<file path="config.mk">
export PLATFORM = sky130hd
export DESIGN_NAME = block_dispatcher_flat
export DESIGN_NICKNAME = d
export VERILOG_FILES = /design/src/rtl/block_dispatcher_pkg.sv /design/src/rtl/block_dispatcher_if.sv /design/src/rtl/block_dispatcher_core_slot.sv /design/src/rtl/block_dispatcher.sv /design/src/flat_wrapper.sv
export SDC_FILE = /design/constraint.sdc
export NUM_CORES = 1
export LEC_CHECK = 0
export ABC_AREA = 1
export CAP_MARGIN = 0
export CORE_MARGIN = 10
export CORE_UTILIZATION = 55
export CTS_CLUSTER_DIAMETER = 40
export DETAILED_ROUTE_END_ITERATION = 16
export PLACE_DENSITY = 0.92
export SYNTH_ARGS = -nofsm -noshare
export SYNTH_HDL_FRONTEND = slang
export SYNTH_SLANG_ARGS = --single-unit
</file>
<file path="constraint.sdc">
create_clock -name clk -period 3.4 [get_ports clk]
set_input_delay 0.34 -clock clk [delete_from_list [all_inputs] [get_ports clk]]
set_output_delay 0.34 -clock clk [all_outputs]
set_load 0.02 [all_outputs]
</file>
<file path="src/rtl/block_dispatcher_pkg.sv">
// Shared types for the thread-block dispatcher: top FSM and per-core slot states.
// Latency: n/a (types only).
// Backpressure: n/a (types only).
package gpu_pkg;

  typedef enum logic [1:0] {
    IDLE,
    DISPATCH,
    DRAIN,
    DONE
  } dispatch_state_t;

  typedef enum logic [1:0] {
    FREE,
    LOADING,
    RUNNING
  } core_slot_t;

endpackage

</file>
<file path="src/rtl/block_dispatcher_if.sv">
// Dispatcher-to-core bus: per-core reset/start pulses, block id/size, and completion.
// Latency: n/a (wiring only).
// Backpressure: a core holds core_done until its core_start drops; no other flow control.
// Modports: master = dispatcher (drives core_reset/core_start/core_block_id/core_thread_count),
//           slave  = cores (drive core_done). Id/count are flattened, core k at [k*TC_BITS +: TC_BITS].
interface block_dispatcher_if #(
  parameter int NUM_CORES = 2,
  parameter int TC_BITS   = 8
);
  logic [NUM_CORES-1:0]         core_reset;
  logic [NUM_CORES-1:0]         core_start;
  logic [NUM_CORES*TC_BITS-1:0] core_block_id;
  logic [NUM_CORES*TC_BITS-1:0] core_thread_count;
  logic [NUM_CORES-1:0]         core_done;

  modport master (
    output core_reset,
    output core_start,
    output core_block_id,
    output core_thread_count,
    input  core_done
  );

  modport slave (
    input  core_reset,
    input  core_start,
    input  core_block_id,
    input  core_thread_count,
    output core_done
  );
endinterface

</file>
<file path="src/rtl/block_dispatcher_core_slot.sv">
// One core's slot: FREE -> LOADING (core_reset pulse) -> RUNNING (core_start high) -> FREE.
// Latency: core_reset the cycle after select, core_start the cycle after that.
// Backpressure: not free while LOADING/RUNNING; core_done is ignored outside RUNNING.
// Ports: clk, reset, select, load_id, load_count, core_done in;
//        core_reset, core_start, block_id, thread_count, is_free, retire out.
import gpu_pkg::*;

module core_slot #(
  parameter int TC_BITS = 8
) (
  input  logic               clk,
  input  logic               reset,
  input  logic               select,
  input  logic [TC_BITS-1:0] load_id,
  input  logic [TC_BITS-1:0] load_count,
  input  logic               core_done,
  output logic               core_reset,
  output logic               core_start,
  output logic [TC_BITS-1:0] block_id,
  output logic [TC_BITS-1:0] thread_count,
  output logic               is_free,
  output logic               retire
);

  core_slot_t slot_q;

  always_ff @(posedge clk) begin
    if (reset) begin
      slot_q       <= FREE;
      core_reset   <= 1'b0;
      core_start   <= 1'b0;
      block_id     <= '0;
      thread_count <= '0;
    end else begin
      core_reset <= 1'b0;
      case (slot_q)
        FREE: begin
          if (select) begin
            slot_q       <= LOADING;
            core_reset   <= 1'b1;
            block_id     <= load_id;
            thread_count <= load_count;
          end
        end
        LOADING: begin
          slot_q     <= RUNNING;
          core_start <= 1'b1;
        end
        RUNNING: begin
          if (core_done) begin
            slot_q     <= FREE;
            core_start <= 1'b0;
          end
        end
        default: slot_q <= FREE;
      endcase
    end
  end

  // A slot retiring this cycle is still RUNNING, so it only becomes eligible next cycle.
  assign is_free = (slot_q == FREE);
  assign retire  = (slot_q == RUNNING) && core_done;

endmodule

</file>
<file path="src/rtl/block_dispatcher.sv">
// Dynamic block scheduler: splits thread_count into THREADS_PER_BLOCK blocks, hands each to the next free core.
// Latency: start -> first core_reset 2 cycles, first core_start 3 cycles; done 1 cycle after retired reaches total.
// Backpressure: at most one dispatch per cycle, only to a FREE slot; stalls while all cores are busy.
// Ports: clk, reset, start, thread_count in; cores (block_dispatcher_if.master) bus; done out.
// Optional: DISPATCH_STATS_EN adds busy_cycles[15:0], saturating DISPATCH+DRAIN cycle count.
import gpu_pkg::*;

module block_dispatcher #(
  parameter int NUM_CORES         = 2,
  parameter int THREADS_PER_BLOCK = 4,
  parameter int TC_BITS           = 8
) (
  input  logic               clk,
  input  logic               reset,
  input  logic               start,
  input  logic [TC_BITS-1:0] thread_count,
  block_dispatcher_if.master cores,
  output logic               done
`ifdef DISPATCH_STATS_EN
  ,
  output logic [15:0]        busy_cycles
`endif
);

  localparam int LOG2_TPB = $clog2(THREADS_PER_BLOCK);
  localparam int CW       = TC_BITS + 1;
  localparam int WW       = CW + LOG2_TPB;

  dispatch_state_t state;
  logic [TC_BITS-1:0] tc_q;
  logic [CW-1:0]      total_blocks;
  logic [CW-1:0]      dispatched;
  logic [CW-1:0]      retired;

  logic [NUM_CORES-1:0]         slot_free;
  logic [NUM_CORES-1:0]         slot_retire;
  logic [NUM_CORES-1:0]         slot_sel;
  logic [NUM_CORES-1:0]         reset_vec;
  logic [NUM_CORES-1:0]         start_vec;
  logic [NUM_CORES*TC_BITS-1:0] id_flat;
  logic [NUM_CORES*TC_BITS-1:0] cnt_flat;

  logic               can_dispatch;
  logic               dispatch_fire;
  logic [CW-1:0]      retire_cnt;
  logic [CW-1:0]      launch_blocks;
  logic [WW-1:0]      remaining;
  logic [TC_BITS-1:0] next_count;

  // ceil(tc / TPB), done in TC_BITS+1 bits so tc near full scale cannot wrap.
  assign launch_blocks = (CW'(thread_count) + CW'(THREADS_PER_BLOCK - 1)) >> LOG2_TPB;

  // Threads left for the block about to go out; the last block takes the remainder.
  assign remaining  = WW'(tc_q) - (WW'(dispatched) << LOG2_TPB);
  assign next_count = (remaining >= WW'(THREADS_PER_BLOCK)) ? TC_BITS'(THREADS_PER_BLOCK)
                                                            : remaining[TC_BITS-1:0];

  assign can_dispatch = (state == DISPATCH) && (dispatched != total_blocks);

  // Lowest-index free slot wins.
  always_comb begin
    logic found;
    slot_sel = '0;
    found    = 1'b0;
    for (int k = 0; k < NUM_CORES; k++) begin
      if (can_dispatch && slot_free[k] && !found) begin
        slot_sel[k] = 1'b1;
        found       = 1'b1;
      end
    end
  end

  assign dispatch_fire = |slot_sel;

  // Several cores may retire in the same cycle.
  always_comb begin
    retire_cnt = '0;
    for (int k = 0; k < NUM_CORES; k++) begin
      retire_cnt = retire_cnt + CW'(slot_retire[k]);
    end
  end

  for (genvar k = 0; k < NUM_CORES; k++) begin : g_slot
    core_slot #(
      .TC_BITS(TC_BITS)
    ) u_slot (
      .clk          (clk),
      .reset        (reset),
      .select       (slot_sel[k]),
      .load_id      (dispatched[TC_BITS-1:0]),
      .load_count   (next_count),
      .core_done    (cores.core_done[k]),
      .core_reset   (reset_vec[k]),
      .core_start   (start_vec[k]),
      .block_id     (id_flat[k*TC_BITS +: TC_BITS]),
      .thread_count (cnt_flat[k*TC_BITS +: TC_BITS]),
      .is_free      (slot_free[k]),
      .retire       (slot_retire[k])
    );
  end

  assign cores.core_reset        = reset_vec;
  assign cores.core_start        = start_vec;
  assign cores.core_block_id     = id_flat;
  assign cores.core_thread_count = cnt_flat;

  always_ff @(posedge clk) begin
    if (reset) begin
      state        <= IDLE;
      tc_q         <= '0;
      total_blocks <= '0;
      dispatched   <= '0;
      retired      <= '0;
      done         <= 1'b0;
    end else begin
      dispatched <= dispatched + CW'(dispatch_fire);
      retired    <= retired + retire_cnt;
      case (state)
        IDLE: begin
          if (start) begin
            tc_q         <= thread_count;
            total_blocks <= launch_blocks;
            state        <= DISPATCH;
          end
        end
        DISPATCH: begin
          if (dispatched == total_blocks) state <= DRAIN;
        end
        DRAIN: begin
          if (retired == total_blocks) begin
            state <= DONE;
            done  <= 1'b1;
          end
        end
        DONE: begin
          done <= 1'b1;
        end
        default: state <= IDLE;
      endcase
    end
  end

`ifdef DISPATCH_STATS_EN
  always_ff @(posedge clk) begin
    if (reset) begin
      busy_cycles <= '0;
    end else if (((state == DISPATCH) || (state == DRAIN)) && (busy_cycles != 16'hFFFF)) begin
      busy_cycles <= busy_cycles + 16'd1;
    end
  end
`endif

endmodule

</file>
<file path="src/flat_wrapper.sv">
// flat-port wrapper written by rule: the top's interface ports become plain ports
module block_dispatcher_flat 
#(
  parameter int NUM_CORES         = 2,
  parameter int THREADS_PER_BLOCK = 4,
  parameter int TC_BITS           = 8
)
  (clk, reset, start, thread_count, done, cores_core_reset, cores_core_start, cores_core_block_id, cores_core_thread_count, cores_core_done);
  block_dispatcher_if #(.NUM_CORES(NUM_CORES), .TC_BITS(TC_BITS)) cores_i ();
  input  logic clk;
  input  logic reset;
  input  logic start;
  input  logic [TC_BITS-1:0] thread_count;
  output logic done;
  output wire logic [$bits(cores_i.core_reset)-1:0] cores_core_reset;
  output wire logic [$bits(cores_i.core_start)-1:0] cores_core_start;
  output wire logic [$bits(cores_i.core_block_id)-1:0] cores_core_block_id;
  output wire logic [$bits(cores_i.core_thread_count)-1:0] cores_core_thread_count;
  input wire logic [$bits(cores_i.core_done)-1:0] cores_core_done;
  assign cores_core_reset = cores_i.core_reset;
  assign cores_core_start = cores_i.core_start;
  assign cores_core_block_id = cores_i.core_block_id;
  assign cores_core_thread_count = cores_i.core_thread_count;
  assign cores_i.core_done = cores_core_done;
  block_dispatcher #(.NUM_CORES(NUM_CORES), .THREADS_PER_BLOCK(THREADS_PER_BLOCK), .TC_BITS(TC_BITS)) u_core (.clk(clk), .reset(reset), .start(start), .thread_count(thread_count), .cores(cores_i), .done(done));
endmodule
</file>
==> results of run 1 <==
-- metal layers --
layer / vias to the layer above / global-route usage, % / share of wire (%)
li1: 1697 / - / -
met1: 1497 / 18.4 / 44
met2: 87 / 26.9 / 48
met3: 13 / 4.22 / 6.9
met4: 0 / 6.65 / 1.7
met5: - / 0 / 0
-- cell type report --
| cell class | instances | area, um^2 | share of cell area [%] |
|---|---|---|---|
| inverter | 83 | 314 | 7.27 |
| sequential | 76 | 1520 | 35.2 |
| clock inverter | 7 | 65.1 | 1.51 |
| clock buffer | 9 | 124 | 2.87 |
| tap | 77 | 96.3 | 2.23 |
| timing repair buffer | 50 | 498 | 11.5 |
| multi-input combinational | 339 | 1700 | 39.4 |
-- cells in the mapped netlist, drive strengths merged --
cell,number
inv,82
or2,2
nand4,4
a21oi,50
xor2,3
nor3,10
nand2,140
nor4,3
nand3,21
o211ai,3
ha,15
xnor2,1
clkinv,1
fa,2
nand3b,1
buf,10
a21boi,1
dfxtp,76
o21a,1
nor2,56
o21ai,26
clkbuf,9
-- worst paths after layout --
check / from / to / slack [ps]
setup reg to reg: u_core.dispatched[1] / u_core.dispatched[8] / 890
setup / recovery: u_core.dispatched[1] / u_core.dispatched[8] / 890
hold / removal: u_core.g_slot[1].u_slot.thread_count[3] / u_core.g_slot[1].u_slot.thread_count[3] / 440
hold reg to reg: u_core.g_slot[1].u_slot.thread_count[3] / u_core.g_slot[1].u_slot.thread_count[3] / 440
-- logic make-up after synthesis --
group	count (synthesis)
DFF	76
AOI/OAI and AO/OA	81
and+or+nand+nor	237
buffers and inverters	102
xor gates and xnor gates	4
adders and majority gates	17
-- metrics by stage --
step / instance area (um^2) / total power [mW] / setup WS (ps)
floorplan: 3650 / 1.74 / 1270
global placement: 4130 / 1.89 / 689
detailed placement: 4130 / 1.93 / 602
CTS: 4320 / 2.59 / 929
global route: 4320 / 2.77 / 690
finish: 4320 / 2.59 / 889
-- flip-flops by register name, indices dropped and copies added, names as in the netlist, 2 cells and up --
name / count
u_core.dispatched: 9
u_core.g_slot.u_slot.block_id: 16
u_core.g_slot.u_slot.core_reset: 2
u_core.g_slot.u_slot.core_start: 2
u_core.g_slot.u_slot.slot_q: 4
u_core.g_slot.u_slot.thread_count: 16
u_core.retired: 9
u_core.state: 2
u_core.tc_q: 8
u_core.total_blocks: 7
-- power breakdown --
part,switching (mW),leakage [nW],internal (mW)
Clock,0.387,0.0951,0.285
Combinational,0.530,1.17,0.320
Sequential,0.0772,0.617,0.986
Total,0.995,1.89,1.59
-- worst min-delay path, stage by stage (launching register included) --
cell and delay (ps):
dfxtp_1 320, nand2_1 60, nor2_1 30
-- cell usage in the layout, fill, tap and decap left out --
master / synthesis / routed
a21boi_1: 1 / 1
clkinv_1: 1 / 1
nor2_2: 1 / 1
inv_6: 0 / 4
nor3_1: 10 / 10
or2_2: 1 / 1
clkbuf_8: 0 / 9
xnor2_1: 1 / 1
inv_4: 1 / 1
o21ai_0: 26 / 26
a21oi_1: 44 / 44
nand2_4: 1 / 1
nand4_2: 1 / 1
a21oi_2: 6 / 6
inv_1: 73 / 73
fa_1: 2 / 2
inv_2: 8 / 8
nand3b_1: 1 / 1
dfxtp_1: 76 / 76
buf_4: 6 / 1
inv_8: 0 / 2
or2_1: 1 / 1
ha_1: 15 / 15
nand2_1: 136 / 136
o21a_1: 1 / 1
nand4_1: 3 / 3
nand3_4: 1 / 1
clkinvlp_4: 0 / 1
clkdlybuf4s50_1: 0 / 49
nor2_4: 1 / 1
nand2_2: 3 / 3
o211ai_1: 3 / 3
nor2_1: 54 / 54
xor2_1: 3 / 3
nand3_1: 20 / 20
nor4_1: 3 / 3
==> impl_results.md, run 1 <==
- Status: finished, final reports clean
- Final Hold Vio Count: 0
- Worst vdd ir: 0.341 mV
- Die width: roughly 100 um
- Minimum clock period: 2510 ps
- Mapped Nets: 547
- Syn Inst Count: 517
- Post-route insts no fill: between 600 and 700
- Xor and xnor area share after synthesis: 0.959%
- Slew HR: 31.1%
- Die area: 0.0103 mm^2
- CTS clk-pin slew, worst paths: around 100 ps
- Syn Area/Cell: 7.07 um^2
- Vias in the first global route: 3,054
- Hold path cells: 2
- Via Count: 3,294
- Routability congestion estimate: 0.855
- Setup crit end kind: register
- Clk root buf: clkbuf_8
- CP Max Fanout: 7
- Synth warn: 0
- Crit path launch type: register
- Most frequent CP cell: nand2_1
- Final TNS setup: 0 ps
- Num rows: 29
- Adder-Cell Fraction of Synth Area: roughly 6.2%
- Post_cts resized: 0
- 1st-pass router iterations: 4
- PD cells: 599 mW/mm^2
- Max-Cap Viols: 0
- Inst Count DP: between 600 and 700
- Mux cell area share after synthesis: 0%
- Tcrit/Tclk final: 73.8%
- Top-area cell type share of the netlist area: between 40% and 50%
- Top cells by area, synth: dfxtp_1 42%, nand2_1 14%, inv_1 7.5%
- CTS H-tree lvls: 3
- Post-synth top area cell: dfxtp_1
- Routed len/inst: 12.7 um
- CP max stage cell: dfxtp_1
- Hold slack: 442 ps
- Worst skew pair latency: 370 ps
- Post-synthesis cell area: 0.00365 mm^2
- Num CTS Buffers: 9
- ANT cells: 0
- Final-stage net count: 589
- Vias/cell: 5.14
- Clock Skew: roughly 13 ps
- Initial antenna violation count: 0
- Top Family by Delay on Critical Path: simple AND/OR/NAND/NOR gates
- Leak: 1.89 nW
- Critical path class: register to register
- Synthesis-stage register bit count: between 70 and 80
- Die Ht: 102 um
- Register-to-Register Path Depth: 17
- RSZ-0062 raised after global routing: false
- GRT Residual Overflow: 0
- CTS Hold Bufs: 0
- CTS Sinks: 76
- Core area: 0.00639 mm^2
- P&R area growth vs syn: 18.3%
- First-pass GRT wire length: 13.5 mm
- Synth Area in Compound Gates: 12.1%
- Initial core utilization: about 57%
- Final wirelength: 8.16 mm
- GRT Util Overall: 15.8%
- Max Fclk: 0.398 GHz
- DP HPWL: 6.03 mm
- Worst slew pin tran: approximately 1000 ps
- Crit path cell chain: nand2_1 > nand2_1 > inv_1 > nand2_1 > nor2_2 > nand2_4 > nand2_1 > a21oi_1 > ha_1 > ha_1 > nand2_1 > inv_1 > nand2_1 > nor4_1 > nand2_1 > o21ai_0 > a21oi_1
- Worst path bufs/invs: 2
- Main combinational cell family by area after synthesis: simple AND/OR/NAND/NOR gates
- Final core occ: 67.7%
- Fraction of layout cells with a size suffix above 1: 7.27%
- CTS max path bufs: 2
- Simple-Gate Fraction of Synth Area: 27.3%
- Num ports: 50
- I/O Buffers: between 40 and 50
- Initial drt markers: around 190
- Max-slew violations: 0
- Synth cell types: 34
- CP max stage delay: 550 ps
- Antenna viol nets, final: 0
- Post-synthesis sequential area ratio: 41.6%
- WP data required: 3660 ps
- Hold Crit Class: register to register
- CP Data Arrival Time: 2770 ps
- Largest net degree at the start of global routing: 43
- Setup bufs post-CTS: 0
- Setup violators final: 0
- # fillers: around 500
- CTS tree: built
- Critical path depth: 17
- DRC Markers: 0
No activity file was read; power rests on OpenSTA's default activity.
==> run 2, diff against run 1 <==
- CORE_UTILIZATION: 55 -> 49
- PLACE_DENSITY: 0.92 -> 0.87
- clock period: 3.4 -> 2.1 ns (I/O delays scaled with it)
==> run 2 against run 1 <==
Compared with the run above:
- the flow now finishes with violations (negative setup slack)
- fmax increased by 17%
- sequential share of layout area shrank 5.0 points
- register-to-register slack lost 940 ps
- global-route usage grew 1.8 points
- final cell count up 13%
- core utilization is 2.4 points higher
- via count increased by 16%
- clock skew is 5.8 ps higher
- non-clock buffer count increased by 60
- count of clock-buffer cells in the layout unchanged
- highest routed layer unchanged
==> impl_results.md, run 2 (synthesis results as in run 1) <==
- Antenna viol nets, final: 0 (unchanged)
- Max-Cap Viols: 0 (unchanged)
- CP Max Fanout: 4 (-3)
- CP max stage cell: dfxtp_1
- CTS clk-pin slew, worst paths: 90 ps (about the same)
- Worst skew pair latency: 370 ps (about the same)
- WP data required: 2350 ps (-1310 ps)
- CTS Sinks: 76 (unchanged)
- Power, Total: 4.96 mW (+92%)
- Largest regs: u_core.g_slot.u_slot.block_id x16, u_core.g_slot.u_slot.thread_count x16
- Num ports: 50 (unchanged)
- CTS max path bufs: 2 (unchanged)
- Placed Instance Area: 0.00453 mm^2 (+9.7%)
- CP max stage delay: 450 ps (-100 ps)
- Fin worst setup slack: -53.8 ps (-943 ps)
- Initial core utilization: 50.4% (-6.8 points)
- Setup violators final: 3 (+3)
- Register-to-Register Path Depth: 17 (unchanged)
- Slew HR: 74.9% (+44 points)
- DP HPWL: 6.83 mm (+13%)
- Setup crit end kind: register
- Num CTS Buffers: 9 (unchanged)
- DRC Markers: 0 (unchanged)
- Dpl ws: -450 ps (-1050 ps)
- Minimum clock period: 2150 ps (-357 ps)
- Fin area: 0.00508 mm^2 (+18%)
- Failing checks: negative setup slack
- Final Hold Vio Count: 0 (unchanged)
- Max Fclk: 0.464 GHz (+17%)
- Hold path cells: 2 (unchanged)
- Vias in the first global route: 3,797 (+24%)
- Max-slew violations: 0 (unchanged)
- Die Ht: 106 um (+4.8%)
- Most frequent cells in the layout: 128 x nand2_1, 67 x inv_1, 67 x dfxtp_1, 60 x buf_4, 49 x clkdlybuf4s50_1
- Hold slack: 452 ps (+9.56 ps)
- Initial drt markers: 221 (+19%)
- 1st-pass router iterations: 5 (+1)
- P&R area growth vs syn: 39.0%
- Leak: 2.27 nW (+21%)
- CTS tree: built
- Die area: 0.0113 mm^2 (+9.8%)
- Tcrit/Tclk final: 103% (+29 points)
- Initial antenna violation count: 0 (unchanged)
- Final wirelength: 11.1 mm (+36%)
- Critical path class: register to register
- Num rows: 31 (+6.9%)
- Die width: 106 um (+4.8%)
- Crit path launch type: register
- RSZ-0062 raised after global routing: true
- Leading cell type in the layout, fill and taps excluded: nand2_1
- Worst vdd ir: 0.446 mV (+31%)
- Fraction of layout cells with a size suffix above 1: 24.7% (+17 points)
- ANT cells: 0 (unchanged)
- Via Count: 3,820 (+16%)
- First-pass GRT wire length: 16.6 mm (+23%)
- CTS Hold Bufs: 0 (unchanged)
- Hold Crit Class: register to register
- Status: complete, but fails checks
- PD cells: 976 mW/mm^2 (+63%)
- Clock Skew: 19.1 ps (+5.81 ps)
- Core area: 0.00725 mm^2 (+14%)
- Clk root buf: clkbuf_8
- Final-stage net count: 649 (+10%)
- Routed len/inst: 15.3 um (+20%)
- GRT Util Overall: 17.6% (+1.8 points)
- Largest net degree at the start of global routing: 35 (-19%)
- R2R setup slack: -50 ps (-940 ps)
- Worst slew pin tran: 376 ps (-656 ps)
- Most frequent CP cell: nand2_1
- GRT Residual Overflow: 0 (unchanged)
- Crit path cell chain: nand2_1 > nand2_1 > inv_1 > nand2_1 > nor2_2 > nand2_4 > nand2_4 > a21oi_2 > ha_2 > ha_4 > nand2_2 > inv_2 > nand2_4 > nor4_4 > nand2_1 > o21ai_1 > a21oi_1
- CTS H-tree lvls: 3 (unchanged)
- I/O Buffers: 49 (unchanged)
- Final core occ: 70.0% (+2.4 points)
- CP Data Arrival Time: 2400 ps (-370 ps)
- Routability congestion estimate: 0.891 (+4.2%)
- Vias/cell: 5.28 (+2.8%)
==> run 2: timing repair <==
action | in CTS | in global routing
resized for setup | 30 | 40
endpoints found under the hold margin | 0 | 0
pin swaps | 18 | 24
endpoints found under the setup margin | 10 | 19
buffers inserted | 7 | 5
==> run 2: power breakdown <==
part           switching [mW]  internal [mW]  leakage, nW
Sequential              0.127           1.60        0.621
Combinational            1.15          0.809         1.54
Clock                   0.594          0.675        0.110
==> run 2: path summary, 6_finish.rpt <==
check,endpoint,from
setup reg to reg,u_core.dispatched[8],u_core.dispatched[1]
hold reg to reg,u_core.g_slot[0].u_slot.thread_count[6],u_core.g_slot[0].u_slot.thread_count[6]
setup / recovery,u_core.dispatched[8],u_core.dispatched[1]
hold / removal,u_core.g_slot[0].u_slot.thread_count[6],u_core.g_slot[0].u_slot.thread_count[6]
==> run 2: critical path, delay by kind of cell (launching register included) <==
family | cells | cell delay [ps]
buffers and inverters | 2 | 110
flip-flops | 1 | 450
adder cells (fa/ha/maj) | 2 | 350
AO/OA/AOI/OAI | 3 | 320
AND/OR/NAND/NOR | 10 | 800
==> run 2: metal layers <==
layer | GRT usage [%] | share of wire [%] | vias to the layer above
met5 | 0 | 0 | -
met4 | 6.77 | 3.5 | 0
met3 | 5.56 | 7.2 | 49
met2 | 32.5 | 50 | 171
met1 | 18.2 | 39 | 1782
li1 | - | - | 1818
==> run 2: final cells by class <==
cell class | count | area (um^2)
sequential | 76 | 1540
clock inverter | 7 | 98.8
timing repair buffer | 110 | 952
fill | 505 | 2170
inverter | 83 | 315
tap | 99 | 124
clock buffer | 9 | 124
multi-input combinational | 339 | 1930
==> run 2: metrics by stage <==
stage	setup TNS, ps	instances
after floorplan	0	517
after global placement	-1030	696
after detailed placement	-1730	696
after CTS	-110	719
after global routing	-1650	723
final	-95.8	723
